`src/rtl/commit_reorder_unit.sv`:
```
// Commit reorder unit: gathers tagged, out-of-order branch results in a small reorder buffer
// and retires them in commit-ID order to the channel register file or the accumulator.
module commit_reorder_unit #(
    parameter int unsigned DATA_W    = 16,
    parameter int unsigned N_BR      = 4,
    parameter int unsigned ID_W      = 9,
    parameter int unsigned DEPTH     = 8,
    parameter int unsigned CH_ADDR_W = 4,
    parameter int unsigned SHIFT     = 0
) (
    input  logic                        clk,
    input  logic                        reset,
    input  logic                        enable,
    input  logic                        sample_tick,
    input  logic [DATA_W-1:0]           sample_in,
    input  logic                        resync,
    input  logic [N_BR-1:0]             in_valid,
    output logic [N_BR-1:0]             in_ready,
    input  logic [N_BR*ID_W-1:0]        in_id,
    input  logic [N_BR*2*DATA_W-1:0]    in_result,
    input  logic [N_BR*CH_ADDR_W-1:0]   in_dest,
    input  logic [N_BR-1:0]             in_to_acc,
    input  logic [N_BR-1:0]             in_acc_ovr,
    output logic                        ch_wr_en,
    output logic [CH_ADDR_W-1:0]        ch_wr_addr,
    output logic [DATA_W-1:0]           ch_wr_val,
    output logic                        acc_wr_en,
    output logic                        acc_add_en,
    output logic [2*DATA_W-1:0]         acc_wr_val,
    output logic [ID_W-1:0]             next_commit_id,
    output logic [$clog2(DEPTH):0]      rob_count,
    output logic                        dup_err
);

    localparam int unsigned SLOT_W = $clog2(DEPTH);
    localparam int unsigned CNT_W  = SLOT_W + 1;
    localparam int unsigned RES_W  = 2 * DATA_W;

    typedef struct packed {
        logic [RES_W-1:0]     result;
        logic [CH_ADDR_W-1:0] dest;
        logic                 to_acc;
        logic                 add;
    } entry_t;

    logic [DEPTH-1:0]     valid_q, valid_d;
    entry_t               entry_q [DEPTH];
    entry_t               entry_d [DEPTH];
    logic [ID_W-1:0]      ncid_q, ncid_d;
    logic [CNT_W-1:0]     cnt_q, cnt_d;
    logic                 dup_q, dup_d;
    logic                 ch_en_q, ch_en_d;
    logic [CH_ADDR_W-1:0] ch_addr_q, ch_addr_d;
    logic [DATA_W-1:0]    ch_val_q, ch_val_d;
    logic                 acc_en_q, acc_en_d;
    logic                 acc_add_q, acc_add_d;
    logic [RES_W-1:0]     acc_val_q, acc_val_d;

    logic                 live;
    logic [ID_W-1:0]      br_id   [N_BR];
    logic [ID_W-1:0]      br_off  [N_BR];
    logic [SLOT_W-1:0]    br_slot [N_BR];
    logic [N_BR-1:0]      br_win;
    logic                 dup_hit;
    logic [SLOT_W-1:0]    ret_slot;
    logic                 retire;
    entry_t               ret_entry;
    logic [CNT_W-1:0]     n_acc;

    logic signed [RES_W-1:0]  shifted;
    logic [RES_W-DATA_W:0]    top;
    logic [DATA_W-1:0]        sat_val;

    // Accept and retire share one qualifier; a tick or resync cycle does neither.
    assign live = enable && !sample_tick && !resync;

    always_comb begin
        br_win = '0;
        for (int i = 0; i < N_BR; i++) begin
            br_id[i]   = in_id[i*ID_W +: ID_W];
            br_off[i]  = br_id[i] - ncid_q;
            br_slot[i] = br_id[i][SLOT_W-1:0];
            br_win[i]  = br_off[i] < ID_W'(DEPTH);
        end
    end

    // Two in-window IDs sharing a slot must be the same ID, so any collision is a duplicate.
    always_comb begin
        in_ready = '0;
        dup_hit  = 1'b0;
        for (int i = 0; i < N_BR; i++) begin
            if (live && in_valid[i] && br_win[i]) begin
                if (valid_q[br_slot[i]]) begin
                    dup_hit = 1'b1;
                end else begin
                    in_ready[i] = 1'b1;
                    for (int j = 0; j < i; j++) begin
                        if (in_ready[j] && (br_id[j] == br_id[i])) begin
                            in_ready[i] = 1'b0;
                            dup_hit     = 1'b1;
                        end
                    end
                end
            end
        end
    end

    always_comb begin
        ret_slot  = ncid_q[SLOT_W-1:0];
        retire    = live && valid_q[ret_slot];
        ret_entry = entry_q[ret_slot];
    end

    always_comb begin
        shifted = $signed(ret_entry.result) >>> SHIFT;
        top     = shifted[RES_W-1:DATA_W-1];
        if (&top || ~|top) begin
            sat_val = shifted[DATA_W-1:0];
        end else if (shifted[RES_W-1]) begin
            sat_val = {1'b1, {(DATA_W-1){1'b0}}};
        end else begin
            sat_val = {1'b0, {(DATA_W-1){1'b1}}};
        end
    end

    always_comb begin
        valid_d   = valid_q;
        entry_d   = entry_q;
        ncid_d    = ncid_q;
        dup_d     = dup_q | dup_hit;
        ch_en_d   = 1'b0;
        ch_addr_d = ch_addr_q;
        ch_val_d  = ch_val_q;
        acc_en_d  = 1'b0;
        acc_add_d = acc_add_q;
        acc_val_d = acc_val_q;
        n_acc     = '0;

        if (retire) begin
            valid_d[ret_slot] = 1'b0;
            ncid_d            = ncid_q + 1'b1;
            if (ret_entry.to_acc) begin
                acc_en_d  = 1'b1;
                acc_add_d = ret_entry.add;
                acc_val_d = ret_entry.result;
            end else begin
                ch_en_d   = 1'b1;
                ch_addr_d = ret_entry.dest;
                ch_val_d  = sat_val;
            end
        end

        for (int i = 0; i < N_BR; i++) begin
            if (in_ready[i]) begin
                valid_d[br_slot[i]]        = 1'b1;
                entry_d[br_slot[i]].result = in_result[i*RES_W +: RES_W];
                entry_d[br_slot[i]].dest   = in_dest[i*CH_ADDR_W +: CH_ADDR_W];
                entry_d[br_slot[i]].to_acc = in_to_acc[i];
                entry_d[br_slot[i]].add    = ~in_acc_ovr[i];
                n_acc                      = n_acc + 1'b1;
            end
        end

        cnt_d = cnt_q + n_acc - CNT_W'(retire);

        if (enable && resync) begin
            valid_d = '0;
            ncid_d  = '0;
            cnt_d   = '0;
        end else if (enable && sample_tick) begin
            ch_en_d   = 1'b1;
            ch_addr_d = '0;
            ch_val_d  = sample_in;
        end
    end

    always_ff @(posedge clk) begin
        if (reset) begin
            valid_q   <= '0;
            ncid_q    <= '0;
            cnt_q     <= '0;
            dup_q     <= 1'b0;
            ch_en_q   <= 1'b0;
            ch_addr_q <= '0;
            ch_val_q  <= '0;
            acc_en_q  <= 1'b0;
            acc_add_q <= 1'b0;
            acc_val_q <= '0;
        end else begin
            valid_q   <= valid_d;
            ncid_q    <= ncid_d;
            cnt_q     <= cnt_d;
            dup_q     <= dup_d;
            ch_en_q   <= ch_en_d;
            ch_addr_q <= ch_addr_d;
            ch_val_q  <= ch_val_d;
            acc_en_q  <= acc_en_d;
            acc_add_q <= acc_add_d;
            acc_val_q <= acc_val_d;
        end
    end

    // Payload needs no reset: it is only read behind a valid bit.
    always_ff @(posedge clk) begin
        entry_q <= entry_d;
    end

    assign ch_wr_en       = ch_en_q;
    assign ch_wr_addr     = ch_addr_q;
    assign ch_wr_val      = ch_val_q;
    assign acc_wr_en      = acc_en_q;
    assign acc_add_en     = acc_add_q;
    assign acc_wr_val     = acc_val_q;
    assign next_commit_id = ncid_q;
    assign rob_count      = cnt_q;
    assign dup_err        = dup_q;

endmodule

```
`config.mk`:
```
export PLATFORM = sky130hd
export DESIGN_NAME = commit_reorder_unit
export DESIGN_NICKNAME = d
export VERILOG_FILES = /design/src/rtl/commit_reorder_unit.sv
export SDC_FILE = /design/constraint.sdc
export NUM_CORES = 2
export LEC_CHECK = 0
export ABC_AREA = 1
export CORE_MARGIN = 3
export CORE_UTILIZATION = 40
export CTS_BUF_LIST = sky130_fd_sc_hd__clkbuf_8
export CTS_CLUSTER_DIAMETER = 60
export CTS_CLUSTER_SIZE = 8
export DETAILED_ROUTE_END_ITERATION = 6
export GPL_ROUTABILITY_DRIVEN = 0
export PLACE_DENSITY = 0.65
export SYNTH_ARGS = -nofsm -noshare
export SYNTH_HDL_FRONTEND = slang
export SYNTH_SLANG_ARGS = --single-unit
```
`constraint.sdc`:
```
create_clock -name clk -period 7.4 [get_ports clk]
set_clock_uncertainty 0.05 [all_clocks]
set_input_delay 0.74 -clock clk [delete_from_list [all_inputs] [get_ports clk]]
set_output_delay 0.74 -clock clk [all_outputs]
set_load 0.02 [all_outputs]
```
Yosys cells after proc, flatten, opt, wreduce, memory -nomap -nowiden
Index checks and enable logic that the tools add are counted.
{ "word_totals": {"output_inout_bits": 73, "reg_bits": 381, "input_bits": 213} }
{ "op_classes": {"n_eq_ne": 6, "reduce_logical": 37, "muxes": 127, "order_cmp": 23, "n_addsub": 10, "bitwise_logic": 17} }
{ "ops": {"columns": ["op", "count"], "rows": [
  ["304-bit bitwise mux", 16],
  ["38-bit demux with 3-bit select", 16],
  ["304-bit two-way mux", 4],
  ["38-bit two-way mux", 6],
  ["38-bit binary-select mux with 3-bit select", 1],
  ["16-bit two-way mux", 6],
  ["9-bit == test", 6],
  ["1-bit two-way mux", 48],
  ["8-bit two-way mux", 5],
  ["9-bit by 4-bit < comparator with 1-bit output (second input constant)", 4],
  ["9-bit subtractor", 4],
  ["8-bit OR", 4],
  ["1-bit logical AND", 28],
  ["4-bit two-way mux", 7],
  ["6-bit two-way mux", 4],
  ["4-bit greater-or-equal comparator (second input constant)", 5],
  ["3-bit by 4-bit < comparator with 1-bit output (second input constant)", 5],
  ["3-bit NOT with 4-bit output", 5],
  ["17-bit AND reduction", 1],
  ["17-bit OR reduction", 1],
  ["4-bit by 1-bit < comparator with 1-bit output (second input constant)", 4],
  ["1-bit binary-select mux with 3-bit select", 5],
  ["1-bit demux with 3-bit select", 5],
  ["3-bit by 1-bit greater-or-equal comparator with 1-bit output (second input constant)", 5],
  ["other kinds (13)", 25]
]} }

Longest topological paths before layout
{ "depth": {"depth_word": 25, "mapped_depth": 35, "depth_no_buf": 35} }

Least setup slack after synthesis
OpenSTA, ideal clock, no wires.
{ "synth_path": {"path_type": "input to register", "startpoint": "input port in_id[3]", "endpoint": "register cnt_q[3], in the netlist rob_count[3]", "stages": 28, "required_ns": 7.280, "setup_time_ns": 0.070, "path_buffers": 0, "setup_slack_ns": 2.901, "t_arrival_ns": 4.379, "cell_sequence": "ha_1 a21oi_2 nor2_1 nor2_1 nand2_1 nand2_1 nand2_1 nor2_1 nand4_2 nand2_1 inv_2 nand2_1 inv_1 ha_1 inv_1 xor2_1 ha_1 nand4_1 nor2_1 nor2_1 ha_1 inv_1 ha_1 nand2_1 nor2_1 a211oi_1 o21ai_0 a21oi_1"} }
{ "synth_via": {"elab_chain_len": 19} }
{ "synth_lines": {"columns": ["item", "line_no", "text"], "rows": [
  ["start, declared", "19", "input logic [N_BR*ID_W-1:0] in_id,"],
  ["9-bit subtractor", "81", "br_off[i] = br_id[i] - ncid_q;"],
  ["9-bit by 4-bit < comparator with 1-bit output", "83", "br_win[i] = br_off[i] < ID_W'(DEPTH);"],
  ["1-bit logical AND", "92", "if (live && in_valid[i] && br_win[i]) begin"],
  ["1-bit two-way mux", "92", null],
  ["1-bit logical AND (*)", "98", "if (in_ready[j] && (br_id[j] == br_id[i])) begin"],
  ["1-bit two-way mux (*)", "98", null],
  ["1-bit two-way mux (*)", "93", "if (valid_q[br_slot[i]]) begin"],
  ["1-bit two-way mux (*)", "92", null],
  ["via in_ready[1]", "18", "output logic [N_BR-1:0] in_ready,"],
  ["branches (longest 8 deep; another with 4-bit by 1-bit adder with 4-bit output)", null, null],
  ["4-bit two-way mux (*)", "154", "if (in_ready[i]) begin"],
  ["4-bit adder (*)", "164", "cnt_d = cnt_q + n_acc - CNT_W'(retire);"],
  ["4-bit by 1-bit subtractor with 4-bit output (*)", "164", null],
  ["end signal, assigned", "192", "cnt_q <= cnt_d;"],
  ["end, declared", "50", "logic [CNT_W-1:0] cnt_q, cnt_d;"]
]} }
Mark *: on every way through the listed nets, which the timed path passes.
A chain may end at the register's enable or synchronous reset.

Worst setup path in the final report
{ "layout_path": {"startpoint": "register ncid_q[2], in the netlist next_commit_id[2]", "endpoint": "output port in_ready[3]"} }
{ "layout_via": {"elab_chain_len": 16} }
{ "layout_lines": {"columns": ["item", "line_no", "text"], "rows": [
  ["start, declared", "49", "logic [ID_W-1:0] ncid_q, ncid_d;"],
  ["start signal, assigned", "191", "ncid_q <= ncid_d;"],
  ["9-bit subtractor", "81", null],
  ["9-bit by 4-bit < comparator with 1-bit output", "83", null],
  ["1-bit logical AND", "92", null],
  ["1-bit two-way mux", "92", null],
  ["1-bit logical AND", "98", null],
  ["1-bit two-way mux", "98", null],
  ["1-bit two-way mux", "93", null],
  ["1-bit two-way mux", "92", null],
  ["1-bit logical AND", "98", null],
  ["1-bit two-way mux", "98", null],
  ["1-bit two-way mux", "93", null],
  ["1-bit two-way mux", "92", null],
  ["1-bit logical AND", "98", null],
  ["1-bit two-way mux", "98", null],
  ["1-bit two-way mux", "93", null],
  ["1-bit two-way mux (*)", "92", null],
  ["end, declared", "18", null]
]} }
Every way passes the cells marked *; elsewhere a longest branch is shown, timed or not.

==> impl_metrics.env <==
export IMPL_cts_resized=0
export IMPL_syn_cell_area_mm2=0.03019
export IMPL_whs_ps=457.7
export IMPL_cts_root_buffer="clkbuf_8"
export IMPL_grt_overflow=0
export IMPL_wl_met3_mm=18.97
export IMPL_worst_path_max_fanout=12
export IMPL_drc=6
export IMPL_synth_fa_ha_area_frac=0.01641
export IMPL_min_period_ps=6005
export IMPL_drive_above_1_share=0.04072
export IMPL_setup_viol=0
export IMPL_critPathMaxStageDelay_ps=720
export IMPL_tns_ps=0
export IMPL_synth_top_family_by_area="simple AND/OR/NAND/NOR gates"
export IMPL_maxSlewViolCount=0
export IMPL_dpl_cell_count=6423
export IMPL_max_freq_mhz=166.5
export IMPL_synthCells=5569
export IMPL_powerDensity_mw_per_mm2=134.1
export IMPL_area_growth_syn_to_layout_pct=9.953
export IMPL_rsz0062_at_grt="no"
export IMPL_failed_checks="design-rule violations"
export IMPL_mostFrequentLayoutCell="nand2_1"
export IMPL_post_dp_cell_area_mm2=0.03225
export IMPL_synth_compound_area_share=0.1171
export IMPL_reg2reg_depth=22
export IMPL_cp_start_kind="flip-flop"
export IMPL_synthTopCellsByArea="nand2_1 40%, dfxtp_1 25%, nor2_1 4.5%, o21ai_0 4.5%, o21ai_1 4.1%"
export IMPL_min_path_type="reg2reg"
export IMPL_met1_length_mm=52.88
export IMPL_avgRoutedWirePerCell_um=21.73
export IMPL_status="finished, violations left"
export IMPL_synth_simple_area_share=0.4932
export IMPL_power_leakage_nw=16.65
export IMPL_ys_flop_type="dfxtp_1"
export IMPL_cpMostUsedCell="nand2_1"
export IMPL_placementRows=100
export IMPL_clk_latency_ps=730
export IMPL_postCtsSetupBuffers=0
export IMPL_worst_setup_path_end_kind="output port"
export IMPL_cts_buffers=57
export IMPL_die_area_mm2=0.07882
export IMPL_ys_ff_latch=381
export IMPL_grt_max_degree=153
export IMPL_hold_viol_final=0
export IMPL_whs_path_depth=2
export IMPL_synth_edf_count=0
export IMPL_die_h_um=280.7
export IMPL_h_tree_depth=2
export IMPL_cap_viol_max_count=0
export IMPL_peakVddDrop_mv=0.1411
export IMPL_via_count=35720
export IMPL_drt_initial_drc_count=4565
export IMPL_hpwlAfterDp_mm=80.19
export IMPL_ys_warn_count=0
export IMPL_finalInstanceArea_mm2=0.03320
export IMPL_wl_mm=141.2
export IMPL_ant_nets=0
export IMPL_synth_area_leader_cell="nand2_1"
export IMPL_die_x_um=280.7
export IMPL_yosys_cell_types_count=56
export IMPL_utilization=0.4452
export IMPL_avgSynthCellArea_um2=5.422
export IMPL_finalCritPeriodShare=0.8115
export IMPL_core_area_mm2=0.07457
export IMPL_highest_layer="met5"
export IMPL_synth_xor_area_share=0.01160
export IMPL_cts_sinks=381
export IMPL_via_per_inst=5.495
export IMPL_clk_pin_slew_ps=60
export IMPL_grt_usage=0.3438
export IMPL_tritoncts="built"
export IMPL_synth_top_area_share=0.4023
export IMPL_synth_nets=5821
export IMPL_grt_pass1_vias=31610
export IMPL_place_port_buffers=285
export IMPL_grt_pass1_wl_mm=204.4
export IMPL_path_class="reg2out"
export IMPL_synth_async_sr_flop_share=0
export IMPL_path_cells="inv_1, ha_1, nand2_1, nand2_1, inv_1, nand2_1, nand2_1, nand2_1, nand2_1, nand2_1, nand2_1, nand2_1, nand2_1, nor2_2, nand4_2, nand4_1, nand3_1, inv_1, clkdlybuf4s50_1"
export IMPL_cts_hold_buf=0
export IMPL_layout_common_cells="3,234 x nand2_1, 380 x dfxtp_1, 364 x nor2_1"
export IMPL_cts_buffer_depth=3
export IMPL_wl_met2_mm=60.46
export IMPL_cp_required_ps=6610
export IMPL_io_pins=286
export IMPL_dr_pass1_iters=7
export IMPL_tightestPinTransition_ps=1335
export IMPL_final_net_count=5765
export IMPL_initial_core_util=0.4049
export IMPL_antenna_found_initial=12
export IMPL_yosysSeqAreaShare=0.2526
export IMPL_cp_arrival_ps=5220
export IMPL_final_cells=6500
export IMPL_muxShareOfSynthArea=0
export IMPL_slowest_stage="nand4_1"
export IMPL_relSlewSlack=0.1086
==> Yosys cell counts, types with 2 or more instances <==
cell type and count:
inv_4 2, a31oi_1 3, o22ai_1 17, o211ai_1 5, buf_6 42, nand2_1 3236, o21ai_0 274, o221ai_1 17
nand4_1 39, inv_1 174, a21o_1 4, a22oi_1 2, nor2_2 7, nand3b_2 6, buf_1 30, nand3_1 60
o2111ai_1 23, nand2_2 8, nor4_1 7, a21oi_1 50, nand3_4 2, xor2_1 10, or2_0 2, nand3b_4 7
o21bai_1 2, clkbuf_2 2, xnor2_1 30, buf_4 66, inv_2 39, or2_2 3, nor2_8 6, ha_1 38
clkbuf_1 144, nor2_1 366, nor3_1 21, buf_2 165, nand3b_1 3, nand3_2 2, o21ai_1 245, dfxtp_1 381
a21oi_2 7, nand4_2 8
==> worst max-delay path, delay by kind of cell (launching register included) <==
family	cells	cell delay, ps
buffers and inverters	4	1040
adder cells (fa/ha/maj)	1	360
flip-flops	1	520
AND/OR/NAND/NOR	14	2580
==> logic make-up after synthesis <==
logic type | count (synthesis)
adders and majority gates | 39
AOI/OAI and AO/OA | 655
xor gates and xnor gates | 40
and+or+nand+nor | 3787
buffers and inverters | 667
DFF | 381
==> metal layers <==
metal / GRT usage / vias up
met1: 0.4222 / 15640
met5: 0 / -
met2: 0.5385 / 2414
li1: - / 17040
met3: 0.09786 / 615
met4: 0.1980 / 10
==> final cells by class <==
class,instances,area [um^2]
timing repair buffer,335,3241
tap,969,1212
inverter,217,823.3
fill,8096,41370
antenna,6,15.01
clock buffer,59,812.0
multi-input combinational,4521,19350
sequential,381,7631
clock inverter,12,118.9
==> power by group <==
group	internal, mW	switching, mW	total [mW]	leakage (nW)
clock network	0.783	0.934	1.72	0.477
registers	2.10	0.0237	2.12	3.08
logic	0.236	0.374	0.610	13.1
total	3.12	1.33	4.45	16.6
==> final timing paths <==
path / slack (ps) / to / start
setup reg to reg: 2030 / entry_q[293] / next_commit_id[2]
hold reg to reg: 460 / ch_wr_val[15] / ch_wr_val[15]
hold / removal: 460 / ch_wr_val[15] / ch_wr_val[15]
setup / recovery: 1390 / in_ready[3] / next_commit_id[2]
==> registers in the layout, summed over array words and instances, names as in the netlist <==
signal	cells
entry_q	304
acc_wr_val	32
ch_wr_val	16
next_commit_id	9
valid_q	8
ch_wr_addr	4
rob_count	4
acc_add_en	1
acc_wr_en	1
ch_wr_en	1
dup_err	1
==> stage by stage <==
step | worst slack, ps | power (mW)
floorplan | 2901 | 2.527
detailed placement | 1493 | 2.766
finish | 1395 | 4.451
global placement | 1604 | 2.762
CTS | 1449 | 4.443
global route | 1099 | 4.592
Power figures use the tool's default switching activity.
